===== src/rtl/pc_pkg.sv =====
// Shared types for the fetch-address sequencer: operation encoding and
// the fixed-priority request decoder.
package pc_pkg;

  typedef enum logic [2:0] {
    OP_HOLD   = 3'd0,
    OP_RET    = 3'd1,
    OP_CALL   = 3'd2,
    OP_JUMP   = 3'd3,
    OP_BRANCH = 3'd4,
    OP_STEP   = 3'd5
  } pc_op_e;

  // Collapse the request bits to a single operation.
  // Priority: stall > ret > call > jump > branch > step.
  // Reset is handled by the flops and is not part of this decode.
  function automatic pc_op_e pc_decode(
    input logic stall,
    input logic ret,
    input logic call,
    input logic jump,
    input logic branch
  );
    pc_op_e op;
    if (stall)       op = OP_HOLD;
    else if (ret)    op = OP_RET;
    else if (call)   op = OP_CALL;
    else if (jump)   op = OP_JUMP;
    else if (branch) op = OP_BRANCH;
    else             op = OP_STEP;
    return op;
  endfunction

endpackage


===== src/rtl/return_address_stack.sv =====
// Circular return-address stack. top_q points at the most recent entry;
// a push when full simply advances over the oldest entry, so the oldest
// return address is lost while the count saturates at DEPTH.
// The caller never asserts push and pop together and never pops when empty.
module return_address_stack
  import pc_pkg::*;
#(
  parameter int unsigned WIDTH = 32,
  parameter int unsigned DEPTH = 4
) (
  input  logic                         i_clk,
  input  logic                         i_rst,
  input  logic                         i_push,
  input  logic                         i_pop,
  input  logic [WIDTH-1:0]             i_push_data,
  output logic [WIDTH-1:0]             o_top,
  output logic [$clog2(DEPTH+1)-1:0]   o_count,
  output logic                         o_full,
  output logic                         o_empty
);

  localparam int unsigned PW = (DEPTH > 1) ? $clog2(DEPTH) : 1;
  localparam int unsigned CW = $clog2(DEPTH+1);

  logic [WIDTH-1:0] mem_q [DEPTH];
  logic [WIDTH-1:0] mem_d [DEPTH];
  logic [PW-1:0]    top_q, top_d;
  logic [CW-1:0]    count_q, count_d;
  logic [PW-1:0]    top_inc, top_dec;

  assign top_inc = (top_q == PW'(DEPTH-1)) ? '0 : top_q + PW'(1);
  assign top_dec = (top_q == '0) ? PW'(DEPTH-1) : top_q - PW'(1);

  assign o_top   = mem_q[top_q];
  assign o_count = count_q;
  assign o_full  = (count_q == CW'(DEPTH));
  assign o_empty = (count_q == '0);

  // Next pointer, count and storage for push / pop.
  always_comb begin
    mem_d   = mem_q;
    top_d   = top_q;
    count_d = count_q;
    if (i_push) begin
      top_d        = top_inc;
      mem_d[top_inc] = i_push_data;
      if (!o_full) count_d = count_q + CW'(1);
    end else if (i_pop) begin
      top_d   = top_dec;
      count_d = count_q - CW'(1);
    end
  end

  // Pointer and count; reset empties the stack.
  always_ff @(posedge i_clk) begin
    if (i_rst) begin
      top_q   <= '0;
      count_q <= '0;
    end else begin
      top_q   <= top_d;
      count_q <= count_d;
    end
  end

  // Storage is not reset: after reset nothing is reachable until pushed.
  always_ff @(posedge i_clk) begin
    if (!i_rst) mem_q <= mem_d;
  end

endmodule


===== src/rtl/pc_sequencer.sv =====
// Fetch program counter: registered address with step, stall, jump,
// PC-relative branch and call/return through a return-address stack.
module pc_sequencer
  import pc_pkg::*;
#(
  parameter int unsigned       WIDTH      = 32,
  parameter logic [WIDTH-1:0]  RESET_ADDR = '0,
  parameter int unsigned       STEP       = 4,
  parameter int unsigned       RAS_DEPTH  = 4
) (
  input  logic                           i_clk,
  input  logic                           i_rst,
  input  logic                           i_stall,
  input  logic                           i_jump,
  input  logic                           i_branch,
  input  logic                           i_call,
  input  logic                           i_ret,
  input  logic [WIDTH-1:0]               i_address,
  input  logic [WIDTH-1:0]               i_offset,
  output logic [WIDTH-1:0]               o_address,
  output logic [$clog2(RAS_DEPTH+1)-1:0] o_ras_count,
  output logic                           o_ras_overflow,
  output logic                           o_ras_underflow
);

  pc_op_e           op;
  logic [WIDTH-1:0] addr_q, addr_d;
  logic [WIDTH-1:0] seq_addr;
  logic             ovf_q, ovf_d;
  logic             unf_q, unf_d;
  logic             ras_push, ras_pop;
  logic [WIDTH-1:0] ras_top;
  logic             ras_full, ras_empty;

  assign op       = pc_decode(i_stall, i_ret, i_call, i_jump, i_branch);
  assign seq_addr = addr_q + WIDTH'(STEP);

  // Only a winning call pushes; a ret on an empty stack does not pop.
  assign ras_push = (op == OP_CALL);
  assign ras_pop  = (op == OP_RET) && !ras_empty;

  return_address_stack #(
    .WIDTH (WIDTH),
    .DEPTH (RAS_DEPTH)
  ) u_ras (
    .i_clk       (i_clk),
    .i_rst       (i_rst),
    .i_push      (ras_push),
    .i_pop       (ras_pop),
    .i_push_data (seq_addr),
    .o_top       (ras_top),
    .o_count     (o_ras_count),
    .o_full      (ras_full),
    .o_empty     (ras_empty)
  );

  // Next-address mux and stack error pulses.
  always_comb begin
    addr_d = seq_addr;
    ovf_d  = 1'b0;
    unf_d  = 1'b0;
    case (op)
      OP_HOLD:   addr_d = addr_q;
      OP_RET: begin
        if (ras_empty) begin
          addr_d = seq_addr;
          unf_d  = 1'b1;
        end else begin
          addr_d = ras_top;
        end
      end
      OP_CALL: begin
        addr_d = i_address;
        ovf_d  = ras_full;
      end
      OP_JUMP:   addr_d = i_address;
      OP_BRANCH: addr_d = addr_q + i_offset;
      default:   addr_d = seq_addr;
    endcase
  end

  // Address and pulse registers; reset overrides any request.
  always_ff @(posedge i_clk) begin
    if (i_rst) begin
      addr_q <= RESET_ADDR;
      ovf_q  <= 1'b0;
      unf_q  <= 1'b0;
    end else begin
      addr_q <= addr_d;
      ovf_q  <= ovf_d;
      unf_q  <= unf_d;
    end
  end

  assign o_address       = addr_q;
  assign o_ras_overflow  = ovf_q;
  assign o_ras_underflow = unf_q;

endmodule


===== config.mk =====
export PLATFORM = sky130hd
export DESIGN_NAME = pc_sequencer
export DESIGN_NICKNAME = d
export VERILOG_FILES = /design/src/rtl/pc_pkg.sv /design/src/rtl/return_address_stack.sv /design/src/rtl/pc_sequencer.sv
export SDC_FILE = /design/constraint.sdc
export NUM_CORES = 1
export LEC_CHECK = 0
export ABC_AREA = 1
export ABC_CLOCK_PERIOD_IN_PS = 3700
export CAP_MARGIN = 0
export CORE_MARGIN = 2
export CORE_UTILIZATION = 30
export DETAILED_ROUTE_END_ITERATION = 10
export PLACE_DENSITY = 0.54
export SETUP_SLACK_MARGIN = 0.3
export SLEW_MARGIN = 40
export SYNTH_ARGS = -nofsm -noshare
export SYNTH_HDL_FRONTEND = slang
export SYNTH_HIERARCHICAL = 1
export SYNTH_SLANG_ARGS = --single-unit

===== constraint.sdc =====
create_clock -name i_clk -period 3.7 [get_ports i_clk]
set_input_delay 0.74 -clock i_clk [delete_from_list [all_inputs] [get_ports i_clk]]
set_output_delay 0.74 -clock i_clk [all_outputs]
set_load 0.1 [all_outputs]

==> results of run 1 <==
[kinds of logic (layout without fill, tap and decap cells)]
kind of cell	Yosys count	in the layout	synth area share
AND/OR/NAND/NOR	645	645	0.2647
buffers and inverters	239	354	0.09602
AO/OA/AOI/OAI	227	227	0.1273
flip-flops	167	167	0.4470
adder cells (fa/ha/maj)	40	40	0.04983
XOR/XNOR	17	17	0.01512
[per-stage QoR]
step / utilization / hold WS, ns / power, mW / area [um^2] / instances
6_report: 0.3593 / 0.5672 / 5.142 / 12320 / 1905
5_1_grt: 0.3593 / 0.5871 / 5.364 / 12320 / 1905
4_1_cts: 0.3593 / 0.5750 / 5.166 / 12320 / 1905
3_5_place_dp: 0.3424 / 0.5695 / 3.421 / 11740 / 1873
3_3_place_gp: 0.3451 / 0.5645 / 3.436 / 11830 / 1873
2_1_floorplan: - / 0.5091 / 3.045 / 10350 / 1335
[per-layer routing]
layer	GRT usage	part of all wire	routed length (um)
met1	0.2674	0.47	16330
met2	0.3161	0.46	16030
met3	0.02693	0.046	1587
met4	0.05784	0.024	846
met5	0	0	0
[critical path: stages (launching register included)]
cell	delay, ns
dfxtp_1	0.58
ha_1	0.41
nand3_1	0.30
nor2_2	0.23
nand2_2	0.13
nor2_2	0.15
xor2_1	0.44
nand2_1	0.09
nand2_1	0.08
inv_1	0.05
nand3_1	0.07
nand2_1	0.05
inv_1	0.05
[cell usage in the layout, fill, tap and decap left out, types with 3 or more instances in the layout]
cell,Yosys,final
a21oi_1,57,57
a31oi_1,3,3
buf_4,5,36
nand2_1,338,338
edfxtp_1,128,128
nand2_2,3,3
nand4_1,13,13
clkbuf_16,0,17
ha_1,38,38
nor2_2,6,10
nand3_1,88,88
nand3b_1,8,8
nor3_1,23,23
o22ai_1,32,32
nor2_1,146,142
or2_2,8,8
clkinv_4,0,3
inv_1,192,192
a221oi_1,6,6
dfxtp_1,39,38
o21ai_1,10,10
clkdlybuf4s50_1,0,70
inv_2,4,4
buf_2,18,19
o21bai_1,6,6
a22o_1,15,15
clkinvlp_4,0,3
o21ai_0,85,85
xor2_1,15,15
a41oi_1,9,9
[synthesized netlist by cell type, types with 2 or more instances]
cell,count
a22o_1,15
buf_6,7
buf_4,5
nand4_1,13
and2_1,2
nor3_2,2
xor2_1,15
o22ai_1,32
nand2_1,338
o21bai_1,6
fa_1,2
nor2_2,6
edfxtp_1,128
or2_2,8
nand3b_1,8
inv_1,192
o21ai_1,10
inv_2,4
nor2_1,146
buf_2,18
nand2_2,3
clkbuf_1,9
ha_1,38
a221oi_1,6
nor3_1,23
clkbuf_2,2
o21ai_0,85
a21oi_1,57
nand2_4,2
nand3_1,88
dfxtp_1,39
a41oi_1,9
a31oi_1,3
[state kept, by name (all words and copies together) (netlist names)]
name / count
u_ras/o_count: 3
u_ras/top_q: 2
o_address: 32
u_ras/mem_q: 128
o_ras_underflow: 1
o_ras_overflow: 1
[final timing paths]
kind,from,slack [ns],to,cells after the start
worst max-delay path,o_address[2]$_SDFFE_PP0P_,1.02,o_address[16]$_SDFFE_PP0P_,12
worst min-delay path,o_address[0]$_SDFFE_PP0P_,0.57,u_ras/mem_q[0]$_DFFE_PP_,0
worst max register to register,o_address[2]$_SDFFE_PP0P_,1.02,o_address[16]$_SDFFE_PP0P_,12
worst min register to register,o_address[0]$_SDFFE_PP0P_,0.57,u_ras/mem_q[0]$_DFFE_PP_,0
[where the power goes]
group,internal [mW],switching (mW),total (mW)
clock,0.999,0.752,1.75
sequential,2.08,0.0939,2.17
combinational,0.362,0.855,1.22
total,3.44,1.70,5.14
[layout make-up]
class                   instances  area (um^2)  area share
clock inverters                14        150.1     0.01219
clock buffers                  18        429.2     0.03484
flip-flops and latches        167         4626      0.3755
well taps                     455        569.3     0.04621
repair buffers                125         1066     0.08653
inverters                     197        740.7     0.06013
multi-input cells             929         4738      0.3846
==> key figures, run 1 <==
Status
  – Status: finished, final reports clean

Synth
  – Area leader, netlist: edfxtp_1
  – Ys Warns: 6
  – Synth area leaders: edfxtp_1 (37%), nand2_1 (12%), dfxtp_1 (7.5%)
  – Library cells used by synthesis: 47
  – Cell count after synthesis: 1335
  – Syn_area_per_cell: 7.750 um^2
  – Post-Synthesis Cell Area: about 10000 um^2
  – Synth top area share: 0.3715
  – Main synth FF type: edfxtp_1
  – Share of flip-flops with an asynchronous set or reset: 0
  – Synthesized flop and latch total: 167
  – Part of the Yosys area used for sequential elements: 0.4470
  – EDFF count, synth: 128
  – Syn nets: ~1400

CTS
  – Root buffer cell: clkbuf_16
  – Worst-Skew Late Latency: 0.43 ns
  – Number of setup buffers added after CTS: 0
  – CTS clk-pin slew, worst paths: 0.07 ns
  – Htree depth: 4
  – Cts bufs inserted: 17
  – TritonCTS clock tree: done
  – Cts repair resizes: 0
  – CTS Hold Buffers Added: 0
  – Max clock buf depth: 2
  – Clock Sinks: 167

Global routing
  – Vias in the first global route: 8836
  – Pin count of the biggest net entering global routing: 46
  – GRT Util Overall: 0.1938
  – Initial antenna violation count: 0
  – GRT overflow: 0
  – First-pass GRT wire length: 52.39 mm

STA
  – Least-Margin Pin Slew: 0.7035 ns
  – Worst Slack Setup Final: between 1 and 1.5 ns
  – Max Fclk: 0.3737 GHz
  – Period utilization: 0.7232
  – Final hold violations: 0
  – Crit path time final: 2.676 ns
  – Unrepaired setup endpoints after global routing: no
  – Setup_tns: 0 ns
  – Fin. max-slew vios: 0
  – Max Clock Skew: 0.01401 ns
  – Max_slew headroom: 0.5303
  – Setup-failing EPs final: 0

Worst setup path
  – Critical-path maximum fanout: 9
  – WP data required: 4.08 ns
  – WP data arrival: 3.05 ns
  – WS Path Type: register to register
  – Crit. End Element: register
  – Critical Path Source Type: register

Finish
  – Layout cells sized above 1: 0.08207
  – # fillers: between 3000 and 4000
  – P&R area growth vs syn: 19.07%
  – Final #Nets: 1548
  – Ant. Diodes: 0

Floorplan
  – Top-level I/O count: approximately 110
  – FP Rows: around 70
  – Die width: 189.7 um
  – Die Height: 189.7 um
  – Core Area: between 30000 and 40000 um^2
  – Starting Density: 0.3017
  – Die area: between 30000 and 40000 um^2

Detailed routing
  – Vias per inst: 4.928
  – DRC Markers: 0
  – Drt pass-1 iters: 5
  – Initial DRC count: 706
  – Antenna-violating nets left: 0
  – Final WL: between 30 and 40 mm
  – Via Count: 9388
  – Drt wl/cell: 18.27 um

Flow run
  – Number of max-cap violations: 0

Placement
  – Final Wtd Congestion: just under 0.9
  – Detailed placement HPWL: between 20 and 30 mm
  – Number of I/O port buffers: 107
  – Dpl ws: 0.5987 ns

Pwr
  – P_leak: roughly 5.4 nW
  – Peak VDD IR: 0.2337 mV
  – Pwr Density: between 400 and 500 nW/um^2

Min path
  – Hold Crit Class: register to register
(Power assumes the default switching activity.)
==> run 2, diff against run 1 <==
- ABC_CLOCK_PERIOD_IN_PS: 3700 -> 2700
- clock period: 3.7 -> 2.7 ns (I/O delays scaled with it)
==> run 2 against run 1 <==
  * Combinational power grew 50%
  * Flip-flop and latch count is the same
  * Register-to-register slack lost 0.53 ns
  * Sequential share of layout area shrank 1.6 points
  * Sequential power grew 37%
  * Clock skew shrank 0.0031 ns
  * Wire length grew 2.3%
  * Die area is the same
  * Critical path depth grew 1
  * Clock power grew 34%
  * Highest routed layer unchanged
==> key figures, run 2 (same netlist as run 1, synthesis figures left out) <==
CTS
  – CTS clk-pin slew, worst paths: 0.06 ns
  – CTS Hold Buffers Added: 0
  – Root buffer cell: clkbuf_16
  – Htree depth: 4
  – Worst-Skew Late Latency: 0.42 ns
  – Clock Sinks: about 170
  – Max clock buf depth: 2
  – Cts bufs inserted: 17
  – Number of setup buffers added after CTS: 0
  – TritonCTS clock tree: done

Worst setup path
  – Crit. End Element: register
  – WP data required: 3.02 ns
  – Critical Path Source Type: input port
  – Critical-path maximum fanout: 5
  – Top cell by count, worst path: nand2_1
  – CP top delay family: simple AND/OR/NAND/NOR gates
  – Max incr delay on CP: 0.40 ns
  – Cells along the critical path: clkdlybuf4s50_1, ha_1, nand2_1, nor2_1, inv_1, nor2_1, nand4_1, nand3_1, nand2_1, nand3_1, nand3b_1, nand2_1, inv_1
  – WP data arrival: 2.58 ns
  – Crit path buf inv count: 3
  – WS Path Type: input port to register
  – Worst path slowest cell: clkdlybuf4s50_1
  – Critical Path Source: i_offset[18]
  – Reg2reg start: o_address[10]$_SDFFE_PP0P_
  – Reg-to-reg slack, setup: 0.49 ns

Detailed routing
  – Initial DRC count: 597
  – Drt wl/cell: 18.18 um
  – Vias per inst: 4.852
  – Final WL: 35.61 mm
  – Antenna-violating nets left: 0
  – Drt pass-1 iters: 5
  – Via Count: 9500
  – DRC Markers: 0

STA
  – Max Clock Skew: 0.01093 ns
  – Fin. max-slew vios: 0
  – Setup_tns: 0 ns
  – Crit path time final: between 2 and 2.5 ns
  – Unrepaired setup endpoints after global routing: no
  – Final hold violations: 0
  – Max_slew headroom: 0.5516
  – Least-Margin Pin Slew: 0.6719 ns
  – Period utilization: 0.8370
  – Hold_ws: 0.5885 ns
  – Setup-failing EPs final: 0
  – Max Fclk: 0.4425 GHz

Finish
  – Ant. Diodes: 0
  – P&R area growth vs syn: 24.91%
  – Final core occ: 0.3769
  – Largest register FFs: 128
  – Layout cells sized above 1: 0.1297
  – # fillers: 3555
  – Final #Nets: 1602
  – Most frequent cells in the layout: nand2_1 (333), inv_1 (192), nor2_1 (142)
  – Most flop-heavy register: u_ras/mem_q
  – Commonest non-fill, non-tap cell in the layout: nand2_1

Floorplan
  – Die area: ~36000 um^2
  – Core Area: 34290 um^2
  – Die Height: 189.7 um
  – Starting Density: 0.3017
  – Die width: approximately 190 um
  – FP Rows: 68
  – Top-level I/O count: 108

Pwr
  – P_leak: 5.687 nW
  – Pwr Density: 552.8 nW/um^2
  – Peak VDD IR: 0.4312 mV

Global routing
  – Initial antenna violation count: 0
  – GRT Util Overall: 0.1986
  – Vias in the first global route: ~9000
  – GRT overflow: 0
  – First-pass GRT wire length: 53.47 mm
  – Pin count of the biggest net entering global routing: 37

Placement
  – Number of I/O port buffers: between 100 and 150
  – Final Wtd Congestion: about 0.92
  – Detailed placement HPWL: 26.93 mm

Flow run
  – Number of max-cap violations: 0

Min path
  – Hold Crit Start: o_address[1]$_SDFFE_PP0P_
  – Hold Crit Class: register to register

Status
  – Status: finished, final reports clean
## run 2: cell types whose count changed in the layout (fill, tap and decap cells not counted), sizes merged
| cell | change |
|---|---|
| buf | +54 |
| clkinv | -1 |
| inv | -3 |
| clkinvlp | -1 |
| dlymetal6s2s | +1 |
| clkdlybuf4s50 | -1 |
| clkbuf | +4 |
## run 2: final timing paths
kind         cells past startpoint                         end
min                              0   u_ras/mem_q[33]$_DFFE_PP_
max reg2reg                      9  o_address[14]$_SDFFE_PP0P_
max                             13  o_address[20]$_SDFFE_PP0P_
min reg2reg                      0   u_ras/mem_q[33]$_DFFE_PP_
## run 2: repair_timing
| item | 4_1_cts | 5_1_grt |
|---|---|---|
| endpoints found under the hold margin | 0 | 0 |
| resized for setup | 0 | 11 |
| endpoints found under the setup margin | 0 | 20 |
## run 2: stage by stage
step | power (mW) | cell area [um^2] | setup WS [ns] | std cells
after floorplan | 4.183 | 10410 | 0.3000 | 1335
after global placement | 4.838 | 12330 | -0.06181 | 1927
after detailed placement | 4.839 | 12330 | -0.1057 | 1927
after CTS | 7.179 | 12880 | 0.3442 | 1958
after global routing | 7.472 | 12920 | 0.3069 | 1958
final | 7.144 | 12920 | 0.4401 | 1958
## run 2: final cells by class
type                    count  area [um^2]  area share
well taps                 455        569.3     0.04405
flip-flops and latches    167         4648      0.3597
inverters                 197        739.5     0.05722
clock buffers              22        454.2     0.03514
repair buffers            179         1609      0.1245
multi-input cells         929         4801      0.3715
clock inverters             9        102.6    0.007939
## run 2: routing by layer
metal	GRT usage	wire, um
met3	0.02546	1846
met2	0.3209	16270
met4	0.05397	653
met1	0.2800	16840
met5	0	0
## run 2: report_power, final
group          switching (mW)  internal, mW  leakage, nW
registers               0.121          2.86         1.51
logic                    1.22         0.612         3.91
clock network           0.964          1.37        0.267
total                    2.30          4.84         5.69
